==> src/rtl/video_rect_fill_arbiter.sv <==
// Solid-colour rectangle fill engine for the frame buffer. A fixed-priority arbiter gives the CPU
// the video write bus first; the engine only writes on cycles the CPU leaves the bus free.
module video_rect_fill_arbiter #(
  parameter int unsigned HMAX = 640,
  parameter int unsigned VMAX = 480,
  parameter int unsigned DW   = 9
) (
  input  logic          clk_sys,
  input  logic          reset_sys,
  input  logic          cs,
  input  logic          write,
  input  logic          read,
  input  logic [4:0]    addr,
  input  logic [31:0]   wr_data,
  output logic [31:0]   rd_data,
  input  logic          cpu_video_cs,
  input  logic          cpu_video_wr,
  input  logic [20:0]   cpu_video_addr,
  input  logic [31:0]   cpu_video_wr_data,
  output logic          video_cs,
  output logic          video_wr,
  output logic [20:0]   video_addr,
  output logic [31:0]   video_wr_data
);

  typedef enum logic [1:0] {StIdle, StSetup, StFill} state_e;

  state_e          state_q;
  logic [9:0]      x0_q, lx0_q;
  logic [8:0]      y0_q, ly0_q;
  logic [10:0]     w_q, lw_q, w_eff_q, col_q;
  logic [9:0]      h_q, lh_q, h_eff_q, row_q;
  logic [DW-1:0]   color_q, lcolor_q;
  logic [19:0]     base_q, pixcnt_q;
  logic            done_q, aborted_q;

  logic            reg_wr, ctrl_wr, start_req, abort_req, busy, eng_wr, degenerate;
  logic            last_col, last_row;
  logic [10:0]     avail_w;
  logic [9:0]      avail_h;
  logic [19:0]     fb_addr, setup_base;

  assign reg_wr    = cs & write;
  assign ctrl_wr   = reg_wr && (addr == 5'd5);
  assign start_req = ctrl_wr & wr_data[0] & ~wr_data[1];
  assign abort_req = ctrl_wr & wr_data[1];
  assign busy      = (state_q != StIdle);
  // An abort written this cycle already suppresses the engine's bus access.
  assign eng_wr    = (state_q == StFill) && !cpu_video_cs && !abort_req;

  assign degenerate = (32'(lx0_q) >= HMAX) || (32'(ly0_q) >= VMAX) ||
                      (lw_q == 11'd0) || (lh_q == 10'd0);
  assign avail_w    = 11'(HMAX) - 11'(lx0_q);
  assign avail_h    = 10'(VMAX) - 10'(ly0_q);
  // y*640 as y*512 + y*128, no multiplier.
  assign setup_base = (20'(ly0_q) << 9) + (20'(ly0_q) << 7) + 20'(lx0_q);
  assign fb_addr    = base_q + 20'(col_q);
  assign last_col   = (col_q == w_eff_q - 11'd1);
  assign last_row   = (row_q == h_eff_q - 10'd1);

  always_ff @(posedge clk_sys) begin
    if (reset_sys) begin
      state_q   <= StIdle;
      x0_q      <= '0;
      y0_q      <= '0;
      w_q       <= '0;
      h_q       <= '0;
      color_q   <= '0;
      lx0_q     <= '0;
      ly0_q     <= '0;
      lw_q      <= '0;
      lh_q      <= '0;
      lcolor_q  <= '0;
      w_eff_q   <= '0;
      h_eff_q   <= '0;
      col_q     <= '0;
      row_q     <= '0;
      base_q    <= '0;
      pixcnt_q  <= '0;
      done_q    <= 1'b0;
      aborted_q <= 1'b0;
    end else begin
      if (reg_wr) begin
        case (addr)
          5'd0:    x0_q    <= wr_data[9:0];
          5'd1:    y0_q    <= wr_data[8:0];
          5'd2:    w_q     <= wr_data[10:0];
          5'd3:    h_q     <= wr_data[9:0];
          5'd4:    color_q <= wr_data[DW-1:0];
          default: ;
        endcase
      end
      unique case (state_q)
        StIdle: begin
          if (start_req) begin
            done_q    <= 1'b0;
            aborted_q <= 1'b0;
            pixcnt_q  <= '0;
            lx0_q     <= x0_q;
            ly0_q     <= y0_q;
            lw_q      <= w_q;
            lh_q      <= h_q;
            lcolor_q  <= color_q;
            state_q   <= StSetup;
          end
        end
        StSetup: begin
          if (degenerate) begin
            done_q  <= 1'b1;
            state_q <= StIdle;
          end else begin
            w_eff_q <= (lw_q < avail_w) ? lw_q : avail_w;
            h_eff_q <= (lh_q < avail_h) ? lh_q : avail_h;
            base_q  <= setup_base;
            col_q   <= '0;
            row_q   <= '0;
            state_q <= StFill;
          end
        end
        StFill: begin
          if (eng_wr) begin
            pixcnt_q <= pixcnt_q + 20'd1;
            if (last_col) begin
              col_q <= '0;
              if (last_row) begin
                done_q  <= 1'b1;
                state_q <= StIdle;
              end else begin
                row_q  <= row_q + 10'd1;
                base_q <= base_q + 20'(HMAX);
              end
            end else begin
              col_q <= col_q + 11'd1;
            end
          end
        end
        default: state_q <= StIdle;
      endcase
      if (abort_req && busy) begin
        state_q   <= StIdle;
        aborted_q <= 1'b1;
        done_q    <= 1'b0;
      end
    end
  end

  always_comb begin
    rd_data = '0;
    case (addr)
      5'd0:    rd_data = 32'(x0_q);
      5'd1:    rd_data = 32'(y0_q);
      5'd2:    rd_data = 32'(w_q);
      5'd3:    rd_data = 32'(h_q);
      5'd4:    rd_data = 32'(color_q);
      5'd6:    rd_data = {29'd0, aborted_q, done_q, busy};
      5'd7:    rd_data = 32'(pixcnt_q);
      default: rd_data = '0;
    endcase
  end

  always_comb begin
    if (eng_wr) begin
      video_cs      = 1'b1;
      video_wr      = 1'b1;
      video_addr    = {1'b1, fb_addr};
      video_wr_data = {{(32-DW){1'b0}}, lcolor_q};
    end else begin
      video_cs      = cpu_video_cs;
      video_wr      = cpu_video_wr;
      video_addr    = cpu_video_addr;
      video_wr_data = cpu_video_wr_data;
    end
  end

  logic unused_read;
  assign unused_read = read;

endmodule

==> config.mk <==
export PLATFORM = sky130hd
export DESIGN_NAME = video_rect_fill_arbiter
export DESIGN_NICKNAME = d
export VERILOG_FILES = /design/src/rtl/video_rect_fill_arbiter.sv
export SDC_FILE = /design/constraint.sdc
export NUM_CORES = 1
export LEC_CHECK = 0
export BUFFER_PORTS_ARGS = -buffer_cell sky130_fd_sc_hd__buf_2
export CAP_MARGIN = 20
export CORE_ASPECT_RATIO = 2
export CORE_MARGIN = 8
export CORE_UTILIZATION = 56
export DETAILED_ROUTE_END_ITERATION = 8
export GPL_TIMING_DRIVEN = 0
export PLACE_DENSITY = 0.78
export SETUP_SLACK_MARGIN = 0.05
export SLEW_MARGIN = 20
export SYNTH_ARGS = -nofsm -noshare
export SYNTH_HDL_FRONTEND = slang
export SYNTH_SLANG_ARGS = --single-unit
==> constraint.sdc <==
create_clock -name clk_sys -period 3.7 [get_ports clk_sys]
set_input_delay 0.555 -clock clk_sys [delete_from_list [all_inputs] [get_ports clk_sys]]
set_output_delay 0.555 -clock clk_sys [all_outputs]
set_load 0.05 [all_outputs]
==> qor.yml, run 1 <==
logic_synthesis:
  netlist.area_leader.share_pct: 33.36
  ys_top_cells_by_area: "dfxtp_1 (33%), nand2_1 (9.1%), ha_1 (6.7%)"
  synthArstFlopShare_pct: 0
  ys_seq_area_share_pct: 33.36
  synth_seq_cells: 184
  syn_inst: 1421
  yosysWarnings: 0
  synth_edf_count: 0
  synth_top_cell_by_area: "dfxtp_1"
  syn_avg_cell_area_um2: 7.771
  netlist-cell-type-count: 83
  synth_flop_cell: "dfxtp_1"
  syn_area_um2: 11040
cts:
  worstSkewPairLatency_ns: 0.44
  cts_root_buffer: "clkbuf_16"
  clk_pin_slew_ns: 0.07
  htree_levels: 4
  cts_buffer_depth: 2
  cts_sinks: 184
  cts_buffers: 17
  cts_tree: "done"
setup_path:
  critPathCaptureType: "output port"
  critical_path_class: "reg -> out"
  crit_arrival_ns: 3.06
  cp_max_fo: 5
  worstPathRequired_ns: 3.14
  cp-start-kind: "flop"
  critPathMaxStageDelay_ns: 0.38
  timing.reg2reg.setup_slack_ns: 0.24
  cp_cell_sequence: "ha_4, fa_2, a21o_1, a21o_1, a2111oi_4, o31ai_2, o21a_2, o2111ai_2, xor2_1, o21ai_1, buf_6"
  path_buf_inv: 1
  r2r-end: "base_q[17]"
  reg2reg_from: "ly0_q[0]"
  slowest_stage: "a2111oi_4"
  crit_top_cell: "a21o_1"
  reg2reg_depth: 10
  cpLargestDelayFamily: "compound AO/OA/AOI/OAI gates"
grt:
  grt.total_usage_pct: 28.98
  grt_max_degree: 17
  first_global_vias: 11173
  overflow: 0
  antenna_found_initial: 0
  grt_pass1_wl_um: 56090
pwr:
  power_density_nw_per_um2: 330.0
  irDropWorstVdd_mv: 0.3218
  p_leak_uw: 0.005228
sta:
  hold_violations: 0
  fmax_ghz: 0.2763
  whs_ns: 0.3602
  fin_ws_ns: 0.08024
  max_slew_margin_pct: 35.20
  setup-violations-final: 0
  finalSetupTns_ns: 0
  finalClockSkew_ns: 0.006817
  fin_crit_ns: 3.620
  worstMarginPinSlew_ns: 0.9615
  rsz0062_at_grt: "yes"
  slew_violations: 0
  post-route-period-util_pct: 97.83
placement:
  finalWeightedCongestion: 1.134
  dp_hpwl_um: 28050
  placed_cells_incl_taps: 1838
  port_buffers: 147
  place_ws_ns: -0.3310
floorplanning:
  die_h_um: 214.6
  fp-row-count: 72
  die_w_um: 115.3
  start_util_pct: 57.02
  die-area_um2: 24740
  ios: 184
  coreArea_um2: 19370
cells_and_area:
  drive_gt1_share_pct: 15.96
  area_growth_pct: 17.62
  layout_common_cells: "nand2_1 (267), dfxtp_1 (180), a21oi_1 (145)"
  nNetsFinal: 1764
  num-fill-cells: 1671
  diodes: 0
  stdcell_count: 1876
  mostFrequentLayoutCell: "nand2_1"
hold_path:
  worstHoldStart: "wr_data[10]"
  hp-class: "in -> reg"
  whs_endpoint: "w_q[10]"
  min_path_cells: 3
drt:
  wire_per_inst_um: 19.13
  dr_total_vias: 11164
  dr_wl_met3_um: 2278
  via_per_inst: 5.951
  post-route-drc-count: 0
  highest_layer: "met4"
  drt_first_pass_iters: 5
  drt-met1-wl_um: 11880
  dr_wl_met2_um: 18550
  drt-initial-drc-count: 590
  drt-total-wl_um: 35880
  ant_nets: 0
outcome:
  status: "complete, no violations"
run:
  cap_violations: 0
## power breakdown
group	leakage, µW	internal (µW)	switching (µW)
combinational	0.00345	106	288
sequential	0.00148	1980	7.36
clock	0.000289	1090	811
total	0.00523	3180	1110
## tightest hold or removal path: stages
cell,delay (ns)
buf_2,0.10
nand2_1,0.04
a21oi_1,0.05
## worst max-delay path by stage
stage,from,endpoint,depth (start not counted)
after floorplan,col_q[0],video_addr[18],10
after global placement,addr[4],video_addr[0],7
after detailed placement,addr[4],video_addr[1],7
after CTS,col_q[0],video_addr[18],11
after global routing,col_q[0],video_addr[18],11
final,col_q[0],video_addr[18],11
## cells in the mapped netlist (4+ instances only)
cell,count
nand2b_1,15
nor3b_1,7
o31ai_1,7
nand4_1,14
and3_1,21
inv_1,33
a32o_1,6
a31oi_1,17
and4_1,4
o32ai_1,4
ha_1,59
nor2_1,85
buf_4,13
o21ai_0,67
dfxtp_1,184
and2_1,39
o211ai_1,9
mux2_2,13
or3_1,19
mux2i_1,15
nor4_1,11
o21bai_1,6
a2111oi_0,5
a21oi_1,145
clkbuf_1,67
nor3_1,28
a22oi_1,23
a21o_1,15
nand2_1,267
o21a_1,9
or2_2,5
xor2_1,44
nand3_1,43
xnor2_1,44
a211oi_1,7
nand3b_1,6
## per-layer routing
metal  up-vias  GRT usage (%)
met1      5160          26.31
met4         0          24.35
met5         -              0
met2       486          53.17
met3       153          5.331
li1       5365              -
## cell families (layout without fill, tap and decap cells)
kind of cell             after synthesis  count (layout)  synth area share, %
AND/OR/NAND/NOR                      585             585                25.27
AO/OA/AOI/OAI                        355             355                19.91
flip-flops                           184             184                33.36
buffers and inverters                118             303                4.543
XOR/XNOR                              88              88                6.979
adder cells (fa/ha/maj)               62              62                7.229
multiplexers                          28              28                2.685
other                                  1              12              0.03396
## flip-flops by register name, summed over array words and instances, names as in the netlist
name       count
y0_q           9
lcolor_q       9
lh_q          10
color_q        9
lw_q          11
x0_q          10
base_q        20
w_q           11
h_eff_q       10
ly0_q          9
pixcnt_q      20
col_q         11
done_q         1
lx0_q         10
row_q         10
w_eff_q       11
aborted_q      1
state_q        2
h_q           10
## layout make-up
type	count	area (µm²)	share of cell area (%)
Multi-Input combinational cell	1130	7034	54.16
Buffer	85	379.1	2.919
Clock inverter	12	163.9	1.262
Tap cell	259	324.1	2.495
Inverter	33	123.9	0.9537
Timing Repair Buffer	154	827.0	6.367
Sequential cell	184	3694	28.44
Clock buffer	19	442.9	3.410
## stage by stage
stage / cell area, µm² / power, µW / utilization, %
finish: 12990 / 4286 / 67.06
global placement: 12160 / 2414 / 62.78
detailed placement: 12160 / 2418 / 62.78
floorplan: 11100 / 2291 / -
CTS: 12900 / 4288 / 66.63
global route: 12990 / 4399 / 67.06
## timing repair
item	4_1_cts	5_1_grt
resized for setup	35	12
setup buffers	2	5
hold endpoints to repair	0	0
pin swaps	6	3
hold buffers	0	0
setup endpoints to repair	33	21
(Power assumes the default switching activity.)
==> run 2, diff against run 1 <==
Settings changed: ABC_AREA set to 1.
==> run 2 against run 1 <==
Non-clock buffer count fell by 13. Sequential share of layout area fell by 0.86 points. Design area rose by 2.9%. Critical path type unchanged.
==> qor.yml, run 2 <==
cells_and_area:
  area_growth_pct: 14.58
  num-fill-cells: 1928  # +15%
  reg_top3: "base_q (20), pixcnt_q (20)"
  mostFrequentLayoutCell: "nand2_1"
  drive_gt1_share_pct: 12.60  # -3.4 points
  nNetsFinal: 2114  # +20%
  diodes: 0  # unchanged
  layout_common_cells: "nand2_1 (346), inv_1 (233), nor2_1 (199)"
setup_path:
  critPathMaxStageDelay_ns: 0.43  # +0.05 ns
  cp-start-kind: "flop"
  cp-startpoint: "col_q[2]"
  reg2reg_from: "lx0_q[0]"
  crit_top_cell: "nand2_1"
  cp_max_fo: 6  # +1
  crit_arrival_ns: 2.83  # -0.23 ns
  worstPathRequired_ns: 3.14  # about the same
  critical_path_class: "reg -> out"
  critPathCaptureType: "output port"
  slowest_stage: "o21ai_1"
  cp_cell_sequence: "ha_1, nand3_1, nand2_1, a21oi_2, nor2_1, nand2_1, nor2_1, nor2_1, o21ai_1, nand2_1, nand2_1, nand3_1, nand2_1, buf_2"
logic_synthesis:
  synth_flop_cell: "dfxtp_1"
  yosysWarnings: 0  # unchanged
  netlist-cell-type-count: 51  # -39%
  synth_top_cell_by_area: "dfxtp_1"
  syn_avg_cell_area_um2: 6.562  # -16%
  synthArstFlopShare_pct: 0  # unchanged
  syn_inst: 1777  # +25%
  synth_seq_cells: 184  # unchanged
  yosysMostFrequentCell: "nand2_1"
  ys_seq_area_share_pct: 31.59  # -1.8 points
  synth_common_cells: "nand2_1 (346), inv_1 (233), nor2_1 (199), a21oi_1 (191), dfxtp_1 (184)"
  ys_top_cells_by_area: "dfxtp_1 (32%), nand2_1 (11%), a21oi_1 (8.2%)"
  syn_area_um2: 11660  # +5.6%
  synth_edf_count: 0  # unchanged
  netlist.area_leader.share_pct: 31.59  # -1.8 points
grt:
  overflow: 0  # unchanged
  grt_pass1_wl_um: 65110  # +16%
  grt.total_usage_pct: 32.28  # +3.3 points
  first_global_vias: 12695  # +14%
  grt_max_degree: 18  # +1
  antenna_found_initial: 0  # unchanged
cts:
  cts_sinks: 184  # unchanged
  worstSkewPairLatency_ns: 0.45  # about the same
  htree_levels: 4  # unchanged
  cts_buffer_depth: 2  # unchanged
  cts_tree: "done"
  post-cts-setup-buffers: 0  # -2
  clk_pin_slew_ns: 0.07  # about the same
  cts_hold_buf: 0  # unchanged
  cts_root_buffer: "clkbuf_16"
  cts_buffers: 17  # unchanged
pwr:
  total_power_uw: 6133  # +43%
  power_density_nw_per_um2: 459.0  # +39%
  irDropWorstVdd_mv: 0.3325  # +3.3%
  p_leak_uw: 0.006025  # +15%
floorplanning:
  coreArea_um2: 20460  # +5.6%
  die_w_um: 118.0  # +2.4%
  die_h_um: 220.1  # +2.5%
  ios: 184  # unchanged
  fp-row-count: 74  # +2.8%
  start_util_pct: 56.98  # about the same
  die-area_um2: 25970  # +5.0%
outcome:
  status: "complete, no violations"
sta:
  fin_crit_ns: 3.387  # -0.2324 ns
  post-route-period-util_pct: 91.55  # -6.3 points
  hold_violations: 0  # unchanged
  worstMarginPinSlew_ns: 1.025  # +0.06302 ns
  finalClockSkew_ns: 0.009861  # +0.003044 ns
  fmax_ghz: 0.2952  # +6.9%
  setup-violations-final: 0  # unchanged
  fin_ws_ns: 0.3126  # +0.2324 ns
  finalSetupTns_ns: 0  # unchanged
  slew_violations: 0  # unchanged
  max_slew_margin_pct: 31.70  # -3.5 points
  rsz0062_at_grt: "no"
drt:
  drt-total-wl_um: 41800  # +16%
  dr_total_vias: 12622  # +13%
  ant_nets: 0  # unchanged
  post-route-drc-count: 0  # unchanged
  drt_first_pass_iters: 8  # +3
  via_per_inst: 5.650  # -5.1%
  wire_per_inst_um: 18.71  # -2.2%
  drt-initial-drc-count: 759  # +29%
hold_path:
  hp-class: "in -> reg"
  worstHoldStart: "wr_data[10]"
placement:
  place_ws_ns: 0.5515  # +0.8825 ns
  finalWeightedCongestion: 1.018  # -10%
  dp_hpwl_um: 33290  # +19%
  port_buffers: 148  # +0.68%
run:
  cap_violations: 0  # unchanged
run 2: path summary, 6_finish.rpt:
kind | end | slack, ns | cells after the start
setup / recovery | video_addr[19] | 0.31 | 14
hold / removal | w_q[10] | 0.39 | 3
setup reg to reg | w_eff_q[9] | 0.54 | 17
hold reg to reg | lw_q[3] | 0.47 | 2
run 2: through the flow:
step	cell area [µm²]	utilization [%]	cells	hold slack, ns
after floorplan	11700	-	1788	0.4245
after global placement	12770	62.43	2202	0.4505
after detailed placement	12770	62.43	2202	0.4579
after CTS	13360	65.27	2234	0.3839
after global routing	13360	65.29	2234	0.3969
final	13360	65.29	2234	0.3918
run 2: logic make-up (layout without fill, tap and decap cells):
kind of cell               after synthesis  count (layout)  share of synthesized area (%)
adders and majority gates               62              62                          6.846
DFF                                    184             184                          31.59
and+or+nand+nor                        730             730                          26.72
AOI/OAI and AO/OA                      434             434                          19.96
other                                    1              12                        0.03216
xor gates and xnor gates                50              50                          3.874
buffers and inverters                  316             496                          10.98
run 2: timing repair:
item | CTS | global route
endpoints found under the hold margin | 0 | 0
setup endpoints to repair | 0 | 3
gates resized for setup | 0 | 2
run 2: where the power goes:
part	switching [µW]	internal, µW
clock	855	966
sequential	125	2100
combinational	1520	571
run 2: layer usage:
metal / track usage [%] / share of wire (%) / up-vias
li1: - / - / 6174
met1: 27.14 / 32 / 5654
met2: 60.39 / 51 / 583
met3: 8.254 / 7.4 / 211
met4: 30.77 / 9.9 / 0
met5: 0 / 0 / -
run 2: cell type report:
type                            instances  area (µm²)  share of cell area (%)
Multi-Input combinational cell       1288        6741                   50.46
Sequential cell                       184        3685                   27.58
Inverter                              238       893.4                   6.687
Timing Repair Buffer                  148       740.7                   5.544
Clock buffer                           19       442.9                   3.315
Buffer                                 78       386.6                   2.894
Tap cell                              266       332.8                   2.491
Clock inverter                         13       137.6                   1.030
run 2: worst max-delay path: cells and delay by family, from the launching register on:
family | cells | cell delay, ns
compound gates | 2 | 0.53
simple gates | 10 | 0.86
fa+ha+maj | 1 | 0.36
buf+inv | 1 | 0.26
flops | 1 | 0.36
==> run 3, diff against run 2 <==
Settings changed: MAX_ROUTING_LAYER set to met4.
==> run 3 against run 2 <==
Die area unchanged. Global-route usage is 0.99 points higher. Worst hold slack gained 0.0068 ns. Cell count about the same. Critical path type unchanged. Largest power group unchanged.
==> qor.yml, run 3 (synthesized netlist as in run 2, its figures left out) <==
setup_path:
  cp_max_fo: 10  # +4
  worstPathRequired_ns: 3.14  # about the same
  critPathCaptureType: "output port"
  crit_arrival_ns: 2.91  # +0.08 ns
  cp-start-kind: "flop"
  critical_path_class: "reg -> out"
cells_and_area:
  layout_common_cells: "nand2_1 (346), inv_1 (233), nor2_1 (199)"
  reg_top3: "base_q (20), pixcnt_q (20)"
  register_area_um2: 3684  # about the same
  multi_input_area_um2: 6753  # +0.17%
  nNetsFinal: 2114  # unchanged
  drive_gt1_share_pct: 12.56  # -0.044 points
  num-fill-cells: 2019  # +4.7%
  diodes: 0  # unchanged
  mostFrequentLayoutCell: "nand2_1"
  area_growth_pct: 14.72
run:
  cap_violations: 0  # unchanged
outcome:
  status: "complete, no violations"
floorplanning:
  start_util_pct: 56.98  # unchanged
  die_h_um: 220.1  # unchanged
  die-area_um2: 25970  # unchanged
  coreArea_um2: 20460  # unchanged
  fp-row-count: 74  # unchanged
  ios: 184  # unchanged
  die_w_um: 118.0  # unchanged
cts:
  cts_root_buffer: "clkbuf_16"
  htree_levels: 4  # unchanged
  cts_buffers: 17  # unchanged
  clk_pin_slew_ns: 0.07  # about the same
  worstSkewPairLatency_ns: 0.46  # about the same
  post-cts-setup-buffers: 0  # unchanged
  cts_sinks: 184  # unchanged
  cts_tree: "done"
  cts_buffer_depth: 2  # unchanged
  cts_hold_buf: 0  # unchanged
pwr:
  total_power_uw: 6209  # +1.2%
  p_leak_uw: 0.006035  # +0.16%
  power_density_nw_per_um2: 464.2  # +1.1%
  irDropWorstVdd_mv: 0.3202  # -3.7%
grt:
  grt.total_usage_pct: 33.28  # +0.99 points
  grt-busiest-layer: "met2"
  antenna_found_initial: 0  # unchanged
  met3_usage_pct: 6.921  # -1.3 points
  first_global_vias: 12498  # -1.6%
  grt_max_degree: 18  # unchanged
  grt_use_met2_pct: 61.58  # +1.2 points
  use_met1_pct: 27.72  # +0.58 points
  grt_pass1_wl_um: 64870  # -0.37%
  overflow: 0  # unchanged
drt:
  ant_nets: 0  # unchanged
  dr_total_vias: 12565  # -0.45%
  post-route-drc-count: 0  # unchanged
  drt-initial-drc-count: 649  # -14%
  wire_per_inst_um: 18.86  # +0.83%
  drt_first_pass_iters: 5  # -3
  drt-total-wl_um: 42120  # +0.78%
  via_per_inst: 5.627  # -0.41%
sta:
  max_slew_margin_pct: 38.57  # +6.9 points
  slew_violations: 0  # unchanged
  fin_crit_ns: 3.468  # +0.08030 ns
  hold_violations: 0  # unchanged
  finalSetupTns_ns: 0  # unchanged
  finalClockSkew_ns: 0.01033  # +0.0004681 ns
  post-route-period-util_pct: 93.72  # +2.2 points
  worstMarginPinSlew_ns: 0.9214  # -0.1031 ns
  whs_ns: 0.3986  # +0.006787 ns
  setup-violations-final: 0  # unchanged
  fmax_ghz: 0.2884  # -2.3%
  rsz0062_at_grt: "no"
hold_path:
  hp-class: "in -> reg"
placement:
  port_buffers: 148  # unchanged
  dp_hpwl_um: 33940  # +1.9%
  finalWeightedCongestion: 1.019  # +0.11%
==> run 3: changes by cell type in the layout (fill, tap and decap cells not counted), sizes merged <==
cell,delta
bufinv,+1
clkinvlp,-1
clkinv,-3
clkbuf,-1
inv,+3
==> run 3: final timing paths <==
check	startpoint	end	slack [ns]	depth (start not counted)
worst max register to register	lx0_q[0]	w_eff_q[4]	0.39	15
worst min register to register	w_q[3]	lw_q[3]	0.46	2
worst max-delay path	state_q[0]	video_addr[12]	0.23	11
worst min-delay path	wr_data[10]	w_q[10]	0.40	3
==> run 3: layout make-up <==
cell class	count	area share, %
Clock buffer	18	3.208
Timing Repair Buffer	148	5.537
Sequential cell	184	27.54
Buffer	78	2.890
Clock inverter	13	1.179
Tap cell	266	2.488
Inverter	238	6.679
Multi-Input combinational cell	1288	50.48
==> run 3: metal layers <==
metal  vias to the layer above  wire length [µm]  share of wire, %
li1                       6181                 -                 -
met1                      5643             14280                34
met2                       543             21770                52
met3                       198              2321               5.5
met4                         0              3748               8.9
met5                         -                 0                 0
==> run 3: what timing repair did <==
| item | in CTS | in global routing |
|---|---|---|
| endpoints found under the setup margin | 0 | 3 |
| resized for setup | 0 | 3 |
| endpoints found under the hold margin | 0 | 0 |
==> run 3: critical path, cell delays in order, from the launching register on <==
cell	delay, ns
dfxtp_1	0.35
inv_1	0.11
ha_1	0.16
buf_4	0.19
inv_2	0.10
nor2_1	0.14
nand2_2	0.18
inv_1	0.17
clkbuf_1	0.46
nor2_1	0.15
a31oi_1	0.16
buf_2	0.29
==> run 3: power breakdown <==
group	total (µW)	switching [µW]	internal, µW
clock	1890	874	1010
sequential	2210	111	2100
combinational	2110	1540	573
total	6210	2530	3680
==> run 3: metrics by stage <==
stage               area (µm²)  std cells  setup slack (ns)  util [%]
floorplan                11700       1788            0.5314         -
global placement         12770       2202            0.5348     62.43
finish                   13380       2233            0.2323     65.37
CTS                      13360       2233           0.07870     65.30
global route             13380       2233           0.05074     65.37
detailed placement       12770       2202            0.5150     62.43
